File: src/rtl/mips_pkg.sv
// Shared definitions for the MIPS front end: widths, reset vector,
// primary opcodes and the fetch-to-decode record.
package mips_pkg;

  localparam int          INSTR_W          = 32;
  localparam logic [31:0] RESET_PC_DEFAULT = 32'h0000_0000;

  // Primary opcode field (instr[31:26]) values understood by the decoder.
  typedef enum logic [5:0] {
    OP_RTYPE = 6'b000000,
    OP_LW    = 6'b100011,
    OP_SW    = 6'b101011,
    OP_BEQ   = 6'b000100,
    OP_BNE   = 6'b000101,
    OP_ADDI  = 6'b001000
  } opcode_e;

  // One fetched instruction together with the address it came from.
  typedef struct packed {
    logic [INSTR_W-1:0] instr;
    logic [31:0]        pc;
  } fetch_entry_t;

  // Force an address onto a word boundary.
  function automatic logic [31:0] align_word(input logic [31:0] addr);
    return addr & ~32'h0000_0003;
  endfunction

endpackage

File: src/rtl/mips_fetch_fifo.sv
// Small synchronous FIFO with push, pop, flush and occupancy count.
// Used both for fetched words and for the addresses of in-flight requests.
module mips_fetch_fifo
  import mips_pkg::*;
#(
  parameter int  DEPTH = 2,
  parameter type T     = fetch_entry_t,
  localparam int CW    = $clog2(DEPTH + 1)
) (
  input  logic          clk,
  input  logic          rst_n,
  input  logic          i_push,
  input  T              i_data,
  input  logic          i_pop,
  input  logic          i_flush,
  output T              o_data,
  output logic [CW-1:0] o_count
);

  localparam int            PW         = (DEPTH > 1) ? $clog2(DEPTH) : 1;
  localparam logic [CW-1:0] FULL_COUNT = CW'(DEPTH);
  localparam logic [PW-1:0] LAST_PTR   = PW'(DEPTH - 1);

  T              r_mem [DEPTH];
  logic [PW-1:0] r_wr_ptr;
  logic [PW-1:0] r_rd_ptr;
  logic [CW-1:0] r_count;
  logic [CW-1:0] w_count_next;
  logic          w_do_push;
  logic          w_do_pop;

  // Pointers wrap explicitly so DEPTH need not be a power of two.
  function automatic logic [PW-1:0] ptr_next(input logic [PW-1:0] ptr);
    return (ptr == LAST_PTR) ? '0 : ptr + PW'(1);
  endfunction

  // A flush wins over push and pop; a full FIFO ignores pushes, an empty one pops.
  assign w_do_push = i_push & ~i_flush & (r_count != FULL_COUNT);
  assign w_do_pop  = i_pop  & ~i_flush & (r_count != '0);

  // Occupancy after this cycle's push/pop; a simultaneous push and pop nets zero.
  always_comb begin
    // NOTE: default assigned first so every path drives w_count_next; a missing branch would infer a latch.
    w_count_next = r_count;
    if (w_do_push && !w_do_pop) begin
      w_count_next = r_count + CW'(1);
    end else if (w_do_pop && !w_do_push) begin
      w_count_next = r_count - CW'(1);
    end
  end

  // Pointers and count, cleared by reset or flush.
  always_ff @(posedge clk) begin
    // NOTE: non-blocking assignments so every register sees pre-edge values regardless of statement order.
    if (!rst_n || i_flush) begin
      r_wr_ptr <= '0;
      r_rd_ptr <= '0;
      r_count  <= '0;
    end else begin
      if (w_do_push) r_wr_ptr <= ptr_next(r_wr_ptr);
      if (w_do_pop)  r_rd_ptr <= ptr_next(r_rd_ptr);
      r_count <= w_count_next;
    end
  end

  // Entry storage, written on accepted pushes only.
  // NOTE: the storage array has no reset; entries are only meaningful below r_count, which is reset.
  always_ff @(posedge clk) begin
    if (w_do_push) r_mem[r_wr_ptr] <= i_data;
  end

  assign o_data  = r_mem[r_rd_ptr];
  assign o_count = r_count;

endmodule

File: src/rtl/mips_fetch.sv
// Instruction fetch stage: owns the PC, issues in-order instruction-memory
// reads under a credit limit, buffers returned words and hands {instr, pc}
// to decode. Redirects flush buffered words and drop wrong-path responses.
module mips_fetch
  import mips_pkg::*;
#(
  parameter logic [31:0] RESET_PC = RESET_PC_DEFAULT,
  parameter int          DEPTH    = 2
) (
  input  logic               clk,
  input  logic               rst_n,
  // Instruction memory request channel
  output logic               imem_req_valid,
  input  logic               imem_req_ready,
  output logic [31:0]        imem_req_addr,
  // Instruction memory response (in order, no backpressure)
  input  logic               imem_resp_valid,
  input  logic [INSTR_W-1:0] imem_resp_data,
  // Branch/jump redirect from later stages
  input  logic               redirect_valid,
  input  logic [31:0]        redirect_pc,
  // Decode channel
  output logic               out_valid,
  input  logic               out_ready,
  output logic [INSTR_W-1:0] out_instr,
  output logic [31:0]        out_pc
);

  localparam int            CW        = $clog2(DEPTH + 1);
  localparam logic [CW:0]   DEPTH_EXT = (CW + 1)'(DEPTH);

  logic [31:0]   r_pc;
  logic [CW-1:0] r_drop_cnt;

  logic [CW-1:0] w_outstanding;   // requests accepted, response not yet seen
  logic [CW-1:0] w_fifo_count;    // words waiting for decode
  logic [CW:0]   w_in_flight;
  logic          w_credit_ok;
  logic          w_req_fire;
  logic          w_resp_ret;
  logic          w_dropping;
  logic          w_push;
  logic          w_pop;
  logic [31:0]   w_resp_pc;
  fetch_entry_t  w_push_entry;
  fetch_entry_t  w_head;

  // Credits come from registered occupancy only, so a pop frees its slot
  // one cycle later; redirect and reset gate the request combinationally.
  assign w_in_flight    = {1'b0, w_outstanding} + {1'b0, w_fifo_count};
  assign w_credit_ok    = (w_in_flight < DEPTH_EXT);
  assign imem_req_valid = rst_n & ~redirect_valid & w_credit_ok;
  assign imem_req_addr  = r_pc;
  assign w_req_fire     = imem_req_valid & imem_req_ready;

  // A response retires the oldest in-flight request; one with nothing
  // outstanding is a protocol violation and is ignored.
  assign w_resp_ret = rst_n & imem_resp_valid & (w_outstanding != '0);
  assign w_dropping = (r_drop_cnt != '0);

  // Only right-path responses reach the decode FIFO; a redirect in the same
  // cycle makes the arriving word wrong-path as well.
  assign w_push = w_resp_ret & ~w_dropping & ~redirect_valid;
  assign w_pop  = out_valid & out_ready;

  assign w_push_entry.instr = imem_resp_data;
  assign w_push_entry.pc    = w_resp_pc;

  // Addresses of issued requests, paired with responses in order. Its
  // occupancy doubles as the outstanding-request count and is never flushed:
  // stale requests keep their credit until their responses come back.
  mips_fetch_fifo #(
    .DEPTH (DEPTH),
    .T     (logic [31:0])
  ) u_pc_queue (
    .clk     (clk),
    .rst_n   (rst_n),
    .i_push  (w_req_fire),
    .i_data  (r_pc),
    .i_pop   (w_resp_ret),
    .i_flush (1'b0),
    .o_data  (w_resp_pc),
    .o_count (w_outstanding)
  );

  // Returned words waiting for decode; emptied on redirect.
  mips_fetch_fifo #(
    .DEPTH (DEPTH),
    .T     (fetch_entry_t)
  ) u_out_fifo (
    .clk     (clk),
    .rst_n   (rst_n),
    .i_push  (w_push),
    .i_data  (w_push_entry),
    .i_pop   (w_pop),
    .i_flush (redirect_valid),
    .o_data  (w_head),
    .o_count (w_fifo_count)
  );

  // Decode sees the FIFO head; nothing is offered while reset is asserted.
  assign out_valid = rst_n & (w_fifo_count != '0);
  assign out_instr = w_head.instr;
  assign out_pc    = w_head.pc;

  // Program counter: reset vector, redirect target, or next sequential word.
  always_ff @(posedge clk) begin
    if (!rst_n) begin
      r_pc <= RESET_PC;
    end else if (redirect_valid) begin
      r_pc <= align_word(redirect_pc);
    end else if (w_req_fire) begin
      r_pc <= r_pc + 32'd4;
    end
  end

  // Wrong-path response counter: a redirect marks every request still in
  // flight after this cycle as stale; each stale response then counts down.
  always_ff @(posedge clk) begin
    if (!rst_n) begin
      r_drop_cnt <= '0;
    end else if (redirect_valid) begin
      r_drop_cnt <= w_outstanding - CW'(w_resp_ret);
    end else if (w_resp_ret && w_dropping) begin
      r_drop_cnt <= r_drop_cnt - CW'(1);
    end
  end

endmodule

File: config.mk
export PLATFORM = sky130hd
export DESIGN_NAME = mips_fetch
export DESIGN_NICKNAME = d
export VERILOG_FILES = /design/src/rtl/mips_pkg.sv /design/src/rtl/mips_fetch_fifo.sv /design/src/rtl/mips_fetch.sv
export SDC_FILE = /design/constraint.sdc
export NUM_CORES = 1
export LEC_CHECK = 0
export ABC_AREA = 1
export CORE_MARGIN = 2
export CORE_UTILIZATION = 63
export CTS_BUF_LIST = sky130_fd_sc_hd__clkbuf_16
export DETAILED_ROUTE_END_ITERATION = 7
export DONT_BUFFER_PORTS = 1
export PLACE_DENSITY = 0.79
export SYNTH_ARGS = -nofsm -noshare
export SYNTH_HDL_FRONTEND = slang
export SYNTH_SLANG_ARGS = --single-unit
File: constraint.sdc
create_clock -name clk -period 5.4 [get_ports clk]
set_clock_uncertainty 0.2 [all_clocks]
set_input_delay 0.27 -clock clk [delete_from_list [all_inputs] [get_ports clk]]
set_output_delay 0.27 -clock clk [all_outputs]
set_load 0.02 [all_outputs]
==> impl_metrics.csv <==
group,metric,value,unit
status,status,"complete, no violations",
global_routing,grt_pass1_wl,29870,um
routing,detail-route-antenna-nets,0,
routing,wl,18650,um
synthesis,synth-async-reset-ratio,0,%
power,switchingPower,0.8123,mW
power,seq_power_share,54.3,%
floorplan,num_rows,44,
synthesis,yosys_warnings,0,
timing,finalCriticalPeriod,2875,ps
synthesis,ys_seq_area_share,67.04,%
timing,slew_violations,0,
clocking,clk_latency,510,ps
synthesis,synth_area_leaders,"edfxtp_1 58%, mux2_2 11%, dfxtp_1 8.9%",
floorplan,dieArea,16070,um^2
timing,rsz0062_at_grt,"no",
synthesis,synth_top_area_share,58.18,%
critical_path,start_kind,"register",
floorplan,core-area,14640,um^2
clocking,postCtsHoldBufs,71,
synthesis,synth_flop_cell,"edfxtp_1",
global_routing,first_global_vias,5706,
cells_and_area,instances_no_fill,1005,
synthesis,synth_area,9497,um^2
clocking,cts.clk_slew.worst_paths,60,ps
timing,tns,0,ps
hold_path,hold_path.class,"in2reg",
place,numPortBuffers,0,
power,swShare,22.17,%
critical_path,rr_worst_depth,8,
timing,setup_viol,0,
floorplan,initial_core_util,64.85,%
clocking,cts-resized-gates,0,
synthesis,synth_area_leader_cell,"edfxtp_1",
clocking,clockBufferDepth,3,
critical_path,crit_required,5330,ps
job,drv_cap,0,
timing,slew_headroom,38.80,%
global_routing,antenna_found_initial,0,
synthesis,yosysUniqueCellTypes,37,
synthesis,syn_avg_cell_area,13.06,um^2
critical_path,end_kind,"register",
critical_path,cp.arrival,2800,ps
floorplan,die_x,126.8,um
power,ir_drop,0.2283,mV
synthesis,syn-instance-count,727,
power,leakage,3.893,nW
synthesis,synth_edf_count,184,
cells_and_area,layout-drive-gt1-share,20.95,%
clocking,clock_sinks,226,
clocking,h-tree-depth,1,
power,p_int,2.851,mW
cells_and_area,antenna-diode-count,0,
cells_and_area,nNetsFinal,880,
global_routing,grtUsageTotal,23.49,%
power,power_density,330.9,nW/um^2
synthesis,synth_seq_cells,226,
critical_path,critical_path_class,"reg2reg",
power,combPwrFrac,5.9,%
place,post-place-cells,892,
place,postPlaceCellArea,9651,um^2
critical_path,crit_path_end,"u_pc_queue.r_mem[1][16]",
routing,wl_per_cell,18.56,um
critical_path,crit_path_start,"u_pc_queue.o_count[0]",
routing,vias,5617,
clocking,cts-root-buf,"clkbuf_16",
timing,hold_slack,216.6,ps
global_routing,grt_max_degree,63,
timing,timing.final.crit_share,53.24,%
clocking,postCtsSetupBuffers,0,
cells_and_area,fin_area,11070,um^2
routing,first_pass_iters,5,
critical_path,worst-path-max-fanout,31,
timing,worst_slew_pin_slew,915.8,ps
routing,drc,0,
critical_path,r2r_end,"u_pc_queue.r_mem[1][16]",
timing,hold_violations,0,
timing,timing.fmax,0.3478,GHz
cells_and_area,syn2layout_area_growth,16.57,%
critical_path,reg2reg_slack,2520,ps
clocking,cts_tree,"built",
global_routing,grt-ovfl-total,0,
floorplan,boundaryPins,168,
routing,vias_per_cell,5.589,
timing,layout_setup_ws,2525,ps
clocking,cts_buffers,23,
critical_path,worstReg2RegStart,"u_pc_queue.o_count[0]",
place,post-place-ws,2425,ps
place,hpwl,11680,um
floorplan,fp.dieH,126.8,um
place,gp_congestion,0.8702,
power,power_frac_clock,39.8,%
routing,drtIter0Drc,421,
## critical path: stages, from the launching register on
cell	delay, ps
dfxtp_1	370
nand2_1	70
inv_1	60
fa_1	420
nor2_1	200
nand3_4	140
a21oi_2	170
inv_1	120
nor2_4	700
## flip-flops by register name, indices dropped and copies added, names as in the netlist, named ones only
name and cells:
u_out_fifo.r_mem 124, u_pc_queue.r_rd_ptr 1, u_pc_queue.r_mem 60, imem_req_addr 30, u_out_fifo.o_count 2, u_pc_queue.r_wr_ptr 1, u_pc_queue.o_count 2, r_drop_cnt 2
u_out_fifo.r_rd_ptr 1, u_out_fifo.r_wr_ptr 1
## cell type report
class	instances	area (um^2)
clock buffer	23	575.6
clock inverter	19	123.9
fill	937	3573
inverter	61	234.0
multi-input combinational	417	2789
sequential	226	6367
tap	184	230.2
timing repair buffer	75	750.7
## placed cells by master, fill, tap and decap left out, types with 3 or more instances in the layout
| master | instances |
|---|---|
| o21ai_0 | 23 |
| nor2_1 | 37 |
| nor2_8 | 3 |
| dfxtp_1 | 41 |
| nor2_2 | 6 |
| edfxtp_1 | 184 |
| nand2_1 | 125 |
| buf_4 | 4 |
| clkbuf_16 | 23 |
| inv_1 | 57 |
| dlygate4sd3_1 | 70 |
| inv_2 | 6 |
| nand2_2 | 5 |
| ha_1 | 5 |
| a31oi_1 | 7 |
| nor3_1 | 4 |
| nor2_4 | 11 |
| conb_1 | 4 |
| a21oi_1 | 30 |
| clkinv_1 | 10 |
| mux2_2 | 92 |
| nand2_4 | 3 |
| nand3_1 | 30 |
| a21oi_2 | 4 |
| xor2_1 | 15 |
## metal layers
metal | up-vias | share of wire [%] | GRT usage, %
met4 | 0 | 1.5 | 4.977
li1 | 2697 | - | -
met5 | - | 0 | 0
met1 | 2663 | 41 | 29.33
met2 | 233 | 49 | 41.53
met3 | 24 | 9.0 | 6.453
## cell usage after synthesis (2+ instances only)
cell and count:
mux2_2 92, nor2_4 7, nand2_4 3, buf_2 8, a31oi_1 7, nand2_2 5, buf_4 7, edfxtp_1 184
o211ai_1 2, nand2_1 125, nand3_1 30, ha_1 5, buf_6 2, inv_4 2, nor2_8 3, a21oi_1 30
inv_2 6, a21oi_2 4, clkbuf_1 8, inv_1 53, nor2_1 41, nor2_2 6, nor3b_2 2, nand3_2 2
o21ai_0 23, xor2_1 15, dfxtp_1 42, nor3_1 4
## power groups by stage
stage          Sequential, mW  Combinational (mW)  Clock [mW]
6_report                 1.99               0.216        1.46
3_5_place_dp             2.03               0.162           0
4_1_cts                  1.99               0.216        1.50
3_3_place_gp             2.02               0.158           0
5_1_grt                  1.99               0.240        1.56
2_1_floorplan            2.01               0.142           0
## metrics by stage
stage | total power, mW | utilization (%)
detailed placement | 2.188 | 65.90
global placement | 2.182 | 65.90
floorplan | 2.152 | -
finish | 3.664 | 75.60
CTS | 3.702 | 75.60
global route | 3.792 | 75.60
## logic make-up after synthesis
family                   Yosys count  synth area share, %
AO/OA/AOI/OAI                     70                4.084
XOR/XNOR                          16                1.476
adder cells (fa/ha/maj)            6               0.8696
buffers and inverters             87                4.032
flip-flops                       226                67.04
multiplexers                      92                10.91
other                              1              0.03949
AND/OR/NAND/NOR                  229                11.55
## how the worst min path moves through the flow
stage	from	end	slack [ps]	cells past startpoint
6_report	imem_resp_data[4]	u_out_fifo.r_mem[0][36]	220	1
5_1_grt	imem_resp_data[20]	u_out_fifo.r_mem[0][52]	200	1
4_1_cts	imem_resp_data[2]	u_out_fifo.r_mem[1][34]	180	1
3_5_place_dp	imem_resp_data[13]	u_out_fifo.r_mem[1][45]	170	0
3_3_place_gp	imem_resp_data[11]	u_out_fifo.r_mem[0][43]	170	0
2_1_floorplan	imem_resp_data[0]	u_out_fifo.r_mem[0][32]	170	0
Power figures use the tool's default switching activity.
